==> src/rtl/i2c_pkg.sv <==
// Shared constants and the event bundle handed from the line conditioner
// to the downstream I2C slave byte engine.
package i2c_pkg;

  localparam logic I2C_IDLE_LEVEL          = 1'b1;
  localparam int   I2C_FILTER_LEN_DEF      = 3;
  localparam int   I2C_TIMEOUT_CYCLES_DEF  = 50000;

  typedef struct packed {
    logic start;
    logic rstart;
    logic stop;
    logic scl_rise;
    logic scl_fall;
    logic bit_valid;
    logic bit_value;
  } i2c_event_t;

endpackage

==> src/rtl/i2c_glitch_filter.sv <==
// One bus line: 2-flop synchronizer, run-length deglitch filter and
// edge strobes derived from the filtered level.
module i2c_glitch_filter
  import i2c_pkg::*;
#(
  parameter int FILTER_LEN = I2C_FILTER_LEN_DEF
) (
  input  logic clock,
  input  logic reset,
  input  logic i_raw,
  output logic o_level,
  output logic o_rise,
  output logic o_fall
);

  localparam int CW = $clog2(FILTER_LEN + 1);

  logic          r_sync1;
  logic          r_sync2;
  logic          r_level;
  logic          r_prev;
  logic [CW-1:0] r_cnt;

  always_ff @(posedge clock or negedge reset) begin
    if (!reset) begin
      r_sync1 <= I2C_IDLE_LEVEL;
      r_sync2 <= I2C_IDLE_LEVEL;
      r_level <= I2C_IDLE_LEVEL;
      r_prev  <= I2C_IDLE_LEVEL;
      r_cnt   <= '0;
    end else begin
      r_sync1 <= i_raw;
      r_sync2 <= r_sync1;
      r_prev  <= r_level;
      // Any sample agreeing with the filtered level restarts the run.
      if (r_sync2 == r_level) begin
        r_cnt <= '0;
      end else if (r_cnt == CW'(FILTER_LEN - 1)) begin
        r_level <= ~r_level;
        r_cnt   <= '0;
      end else begin
        r_cnt <= r_cnt + 1'b1;
      end
    end
  end

  assign o_level = r_level;
  assign o_rise  = r_level & ~r_prev;
  assign o_fall  = ~r_level & r_prev;

endmodule

==> src/rtl/i2c_line_conditioner.sv <==
// Conditioned SCL/SDA front end: START/STOP/repeated-START decode, bus-busy
// tracking and SCL-stuck-low timeout for the slave byte engine.
module i2c_line_conditioner
  import i2c_pkg::*;
#(
  parameter int FILTER_LEN     = I2C_FILTER_LEN_DEF,
  parameter int TIMEOUT_W      = 16,
  parameter int TIMEOUT_CYCLES = I2C_TIMEOUT_CYCLES_DEF
) (
  input  logic clock,
  input  logic reset,
  input  logic SCL_in,
  input  logic SDA_in,
  output logic scl_level,
  output logic sda_level,
  output logic scl_rise,
  output logic scl_fall,
  output logic bit_valid,
  output logic bit_value,
  output logic start_det,
  output logic rstart_det,
  output logic stop_det,
  output logic bus_busy,
  output logic scl_timeout
);

  localparam logic [TIMEOUT_W-1:0] TO_MAX = TIMEOUT_W'(TIMEOUT_CYCLES);

  logic w_scl_level, w_scl_rise, w_scl_fall;
  logic w_sda_level, w_sda_rise, w_sda_fall;
  logic w_scl_high_stable;
  logic w_to_hit;
  i2c_event_t w_evt;

  logic                 r_busy;
  logic [TIMEOUT_W-1:0] r_to_cnt;

  i2c_glitch_filter #(.FILTER_LEN(FILTER_LEN)) u_scl_filt (
    .clock  (clock),
    .reset  (reset),
    .i_raw  (SCL_in),
    .o_level(w_scl_level),
    .o_rise (w_scl_rise),
    .o_fall (w_scl_fall)
  );

  i2c_glitch_filter #(.FILTER_LEN(FILTER_LEN)) u_sda_filt (
    .clock  (clock),
    .reset  (reset),
    .i_raw  (SDA_in),
    .o_level(w_sda_level),
    .o_rise (w_sda_rise),
    .o_fall (w_sda_fall)
  );

  // SCL high now and last cycle; excludes an SCL edge coinciding with SDA.
  assign w_scl_high_stable = w_scl_level & ~w_scl_rise;

  assign w_to_hit = r_busy & ~w_scl_level & (r_to_cnt == TO_MAX);

  always_comb begin
    w_evt           = '0;
    w_evt.start     = w_sda_fall & w_scl_high_stable;
    w_evt.stop      = w_sda_rise & w_scl_high_stable;
    w_evt.rstart    = w_evt.start & r_busy;
    w_evt.scl_rise  = w_scl_rise;
    w_evt.scl_fall  = w_scl_fall;
    w_evt.bit_valid = w_scl_rise;
    w_evt.bit_value = w_scl_rise & w_sda_level;
  end

  always_ff @(posedge clock or negedge reset) begin
    if (!reset) begin
      r_busy   <= 1'b0;
      r_to_cnt <= '0;
    end else begin
      if (w_evt.start) begin
        r_busy <= 1'b1;
      end else if (w_evt.stop || w_to_hit) begin
        r_busy <= 1'b0;
      end
      // Saturates at the threshold; busy drops right after, clearing it.
      if (!r_busy || w_scl_level) begin
        r_to_cnt <= '0;
      end else if (r_to_cnt != TO_MAX) begin
        r_to_cnt <= r_to_cnt + 1'b1;
      end
    end
  end

  assign scl_level   = w_scl_level;
  assign sda_level   = w_sda_level;
  assign scl_rise    = w_evt.scl_rise;
  assign scl_fall    = w_evt.scl_fall;
  assign bit_valid   = w_evt.bit_valid;
  assign bit_value   = w_evt.bit_value;
  assign start_det   = w_evt.start;
  assign rstart_det  = w_evt.rstart;
  assign stop_det    = w_evt.stop;
  assign bus_busy    = r_busy;
  assign scl_timeout = w_to_hit;

endmodule

==> config.mk <==
export PLATFORM = sky130hd
export DESIGN_NAME = i2c_line_conditioner
export DESIGN_NICKNAME = d
export VERILOG_FILES = /design/src/rtl/i2c_pkg.sv /design/src/rtl/i2c_glitch_filter.sv /design/src/rtl/i2c_line_conditioner.sv
export SDC_FILE = /design/constraint.sdc
export NUM_CORES = 1
export LEC_CHECK = 0
export BUFFER_PORTS_ARGS = -buffer_cell sky130_fd_sc_hd__buf_2
export CORE_MARGIN = 10
export CORE_UTILIZATION = 35
export DETAILED_ROUTE_END_ITERATION = 10
export GPL_TIMING_DRIVEN = 0
export PLACE_DENSITY = 0.61
export SETUP_SLACK_MARGIN = 0.1
export SLEW_MARGIN = 20
export SYNTH_ARGS = -nofsm -noshare
export SYNTH_HDL_FRONTEND = slang
export SYNTH_HIERARCHICAL = 1
export SYNTH_SLANG_ARGS = --single-unit
==> constraint.sdc <==
create_clock -name clock -period 3.6 [get_ports clock]
set_input_delay 0.18 -clock clock [delete_from_list [all_inputs] [get_ports clock]]
set_output_delay 0.18 -clock clock [all_outputs]
set_load 0.01 [all_outputs]
# [Yosys cells after proc, flatten, opt, wreduce, memory -nomap -nowiden]
# Cells that the tools add are included.
[op_classes] n_reduce_logical=7 mux=8 n_eq_ne=6 addsub=3 bitwise=18
[op_table] cell="$mux W16" count=2
[op_table] cell="$add A16 B1 Y16 const B" count=1
[op_table] cell="$eq A16 B16 Y1 const B" count=1
[op_table] cell="$ne A16 B16 Y1 const B" count=1
[op_table] cell="$and A1 B1 Y1" count=11
[op_table] cell="$mux W2" count=4
[op_table] cell="$not A1 Y1" count=7
[op_table] cell="$add A2 B1 Y2 const B" count=2
[op_table] cell="$eq A2 B2 Y1 const B" count=2
[op_table] cell="$reduce_and A2 Y1" count=2
[op_table] cell="$reduce_bool A2 Y1" count=2
[op_table] cell="$eq A1 B1 Y1" count=2
[op_table] cell="$logic_or A1 B1 Y1" count=2
[op_table] cell="$mux W1" count=2
[op_table] cell="$logic_not A1 Y1" count=1
[totals] output_inout_bits=11 reg_bits=29 input_bits=4 wordCells=54

# [Longest topological paths before layout]
[logic_depth] depth_word=8 depth_mapped=6 depth_no_buf=6

# [By module]
# Netlist, hierarchy kept.
[modules_own_cells] mod="i2c_line_conditioner" area_per_inst_um2=944.7 instances=1 seq_area_each_um2=425.4 cells_each=100
[modules_own_cells] mod="i2c_glitch_filter" area_per_inst_um2=224.0 instances=2 seq_area_each_um2=155.1 cells_each=13

# [Least setup slack after synthesis]
# No wires, ideal clock.
[synth_path] path_type="register to output" start="register u_scl_filt.r_level, in the netlist u_scl_filt/o_level" end="output rstart_det" stages_incl_launch_ff=4 path_slack_ns=2.016 arrival_ns=1.404 required_time_ns=3.420 path_buffers=0 path_cell_list="dfstp_2 > nor2b_1 > and3b_1 > and2_1"
[synth_via] elab_chain_len=5
[synth_rtl] item="start, declared" line="i2c_glitch_filter.sv:20" rtl="logic r_level;"
[synth_rtl] item="start signal, assigned" line="i2c_glitch_filter.sv:39" rtl="r_level <= ~r_level;"
[synth_rtl] item="$and A1 B1 Y1" line="i2c_glitch_filter.sv:48" rtl="assign o_rise = r_level & ~r_prev;"
[synth_rtl] item="named net bit_valid" line="i2c_line_conditioner.sv:18" rtl="output logic bit_valid,"
[synth_rtl] item="$not A1 Y1" line="i2c_line_conditioner.sv:57" rtl="assign w_scl_high_stable = w_scl_level & ~w_scl_rise;"
[synth_rtl] item="$and A1 B1 Y1" line="i2c_line_conditioner.sv:57"
[synth_rtl] item="$and A1 B1 Y1" line="i2c_line_conditioner.sv:63" rtl="w_evt.start = w_sda_fall & w_scl_high_stable;"
[synth_rtl] item="named net start_det" line="i2c_line_conditioner.sv:20" rtl="output logic start_det,"
[synth_rtl] item="$and A1 B1 Y1" line="i2c_line_conditioner.sv:65" rtl="w_evt.rstart = w_evt.start & r_busy;"
[synth_rtl] item="end, declared" line="i2c_line_conditioner.sv:21" rtl="output logic rstart_det,"
# The timed path passes the listed nets, and every way through them passes these cells.

# [Worst setup path in the final report]
[layout_path] start="register u_scl_filt.r_level, in the netlist u_scl_filt/o_level" end="output scl_timeout"
[layout_via] elab_chain_len=3
[layout_rtl] item="$not A1 Y1" line="i2c_line_conditioner.sv:59" rtl="assign w_to_hit = r_busy & ~w_scl_level & (r_to_cnt == TO_MAX);"
[layout_rtl] item="$and A1 B1 Y1 (2 in series)" line="i2c_line_conditioner.sv:59"
[layout_rtl] item="end, declared" line="i2c_line_conditioner.sv:24" rtl="output logic scl_timeout"
# No other way between the ends.

==> flow_metrics.py <==
metrics = {
    "outcome": {
        "status": "complete, no violations",
    },
    "critical_path": {
        "cp_max_fo": 11,
        "reg2reg_slack_ps": 1830,
        "r2r_cells": 6,
        "start_kind": "flip-flop",
        "worst-setup-path-type": "reg -> out",
        "critical_path.endpoint_type": "output pin",
        "worstPathArrival_ps": 1960,
        "worstPathRequired_ps": 3420,
    },
    "detailed_routing": {
        "dr.pass1.iters": 4,
        "drt_wl_total_um": 2770,
        "post_drt_wl_per_cell_um": 13.9,
        "vias_per_cell": 4.97,
        "drt_iter0_drc": 94,
        "vias": 989,
        "drc_errors": 0,
        "detail-route-antenna-nets": 0,
    },
    "logic_synthesis": {
        "ys.flop_type": "dfrtp_1",
        "synth.yosys.seq_area_share": 0.528,
        "synth-seq-cells": 29,
        "netlist_area_sq_um": 1390,
        "yosys_warnings": 6,
        "postSynthCellCount": 126,
        "synth_edf_count": 0,
        "yosysUniqueCellTypes": 35,
        "synthArstFlopShare": 1.00,
        "synth_fp_nets": 132,
        "avgSynthCellArea_sq_um": 11.1,
    },
    "timing": {
        "rsz0062_at_grt": "false",
        "post-route-min-period_ps": 2140,
        "clock_skew_ps": 2.25,
        "setup_violations": 0,
        "maxSlewViolCount": 0,
        "tightest_slew_ps": 630,
        "finalHoldViolations": 0,
        "setup_tns_ps": 0,
        "max_freq_mhz": 466,
        "post-route-period-util": 0.596,
        "fin_ws_ps": 1460,
        "relSlewSlack": 0.580,
    },
    "grt": {
        "antenna_found_initial": 0,
        "grt-ovfl-total": 0,
        "grt_pass1_vias": 1032,
        "grt_usage": 0.0865,
        "grt_max_degree": 30,
        "grt_pass1_wl_um": 5000,
    },
    "power_and_ir_drop": {
        "p_leak_uw": 0.000708,
        "peakVddDrop_mv": 0.226,
        "power_density_nw_per_um2": 625,
    },
    "finish": {
        "largest_reg_flops": 16,
        "top_regs": "r_to_cnt (16), u_scl_filt/r_cnt (2), u_sda_filt/r_cnt (2)",
        "utilization": 0.437,
        "area_growth_syn_to_layout_pct": 17.4,
        "antenna_cells": 0,
        "drive_above_1_share": 0.252,
        "finish.instance_area_sq_um": 1640,
        "final_nets": 156,
        "regMostFlops": "r_to_cnt",
        "fill_cells": 381,
    },
    "floorplanning": {
        "row_count": 22,
        "dieArea_sq_um": 6900,
        "core_sq_um": 3740,
        "ioPinCount": 15,
        "die_height_um": 83.1,
        "die_w_um": 83.1,
        "start_util": 0.372,
    },
    "placed_design": {
        "dp_hpwl_um": 1980,
        "place_area_sq_um": 1520,
        "pre_cts_ws_ps": 1730,
        "io_buffers": 14,
        "place.gp.congestion": 0.914,
    },
    "clock_network": {
        "cts-root-buf": "clkbuf_8",
        "path_clk_slew_ps": 60,
        "clock_sinks": 29,
        "cts_buffers": 5,
        "cts_setup_buffers": 0,
        "insertion_delay_ps": 280,
        "cts_buffer_depth": 2,
        "htree_levels": 2,
        "cts_tree": "yes",
    },
    "min_path": {
        "holdCritPathClass": "reg -> reg",
        "min_path_cells": 0,
    },
    "flow_run": {
        "maxCapViolations": 0,
    },
}
worst paths after layout:
| check | from | to |
|---|---|---|
| min in group asynchronous | reset | u_sda_filt/r_cnt[1]$_DFF_PN0_ |
| min reg2reg | u_scl_filt/r_sync1$_DFF_PN1_ | u_scl_filt/r_sync2$_DFF_PN1_ |
| max | u_scl_filt/o_level$_DFFE_PN1P_ | scl_timeout |
| max reg2reg | r_to_cnt[0]$_DFFE_PN0N_ | r_to_cnt[0]$_DFFE_PN0N_ |
| min | u_scl_filt/r_sync1$_DFF_PN1_ | u_scl_filt/r_sync2$_DFF_PN1_ |
| max in group asynchronous | reset | r_to_cnt[10]$_DFFE_PN0N_ |
routing by layer:
layer,vias to the layer above,global-route usage,wire (um)
met5,-,0,0
met4,0,0.0462,63
met3,5,0.0273,88
met2,13,0.138,1360
met1,485,0.100,1260
li1,486,-,-
power breakdown:
group	internal, uW	switching, uW	total [uW]
Clock	133	120	253
Combinational	148	148	297
Sequential	404	68.1	472
Total	686	336	1020
through the flow:
stage,hold slack [ps],std cells,total power [uW]
floorplan,-116,126,670
global placement,237,188,765
detailed placement,238,188,780
CTS,356,199,1040
global route,365,199,1090
finish,355,199,1020
placed cells by master, fill, tap and decap left out, drive strengths merged, types with 3 or more instances in the layout:
cell type / Yosys / layout
dfrtp: 21 / 21
buf: 2 / 16
nor2: 15 / 15
nand4: 8 / 8
xor2: 8 / 8
dfstp: 8 / 8
clkbuf: 2 / 8
nand3: 7 / 7
xnor2: 6 / 6
nand2: 6 / 6
nor2b: 6 / 6
inv: 3 / 3
and2: 3 / 3
nor3: 3 / 3
dlygate4sd3: 0 / 3
cell usage after synthesis, types with 3 or more instances:
master	n	area [sq um]
nor2_1	15	56.3
dfrtp_1	21	526
and2_1	3	18.8
nor3_1	3	15.0
dfstp_2	8	210
nand4_1	8	50.1
nand2_1	5	18.8
xor2_1	8	70.1
nand3_1	7	35.0
nor2b_1	4	25.0
inv_1	3	11.3
xnor2_1	6	52.6
cell type report:
type                       count  area [sq um]  area share
clock inverter                 2          10.0     0.00612
sequential                    29           736       0.450
tap                           48          60.1      0.0367
buffer                         4          22.5      0.0138
multi-input combinational     90           623       0.381
inverter                       3          11.3     0.00689
timing repair buffer          17           100      0.0612
clock buffer                   6          72.6      0.0444
kinds of logic (layout without fill, tap and decap cells):
kind of cell | Yosys count | count (layout) | share of synthesized area
muxes | 2 | 2 | 0.0216
DFF | 29 | 29 | 0.528
xor gates and xnor gates | 14 | 14 | 0.0881
and+or+nand+nor | 66 | 66 | 0.289
buffers and inverters | 7 | 32 | 0.0243
adders and majority gates | 2 | 2 | 0.0180
AOI/OAI and AO/OA | 6 | 6 | 0.0305
worst max-delay path, cell delays in order (launching register included):
cell,delay [ps]
dfstp_2,620
nand2b_1,130
clkbuf_1,290
clkbuf_1,400
nor2_1,90
buf_2,150
what timing repair did:
| action | 4_1_cts | 5_1_grt |
|---|---|---|
| hold buffers | 3 | 0 |
| gates resized for setup | 0 | 0 |
| endpoints found under the hold margin | 23 | 0 |
No activity file was read; power rests on OpenSTA's default activity.
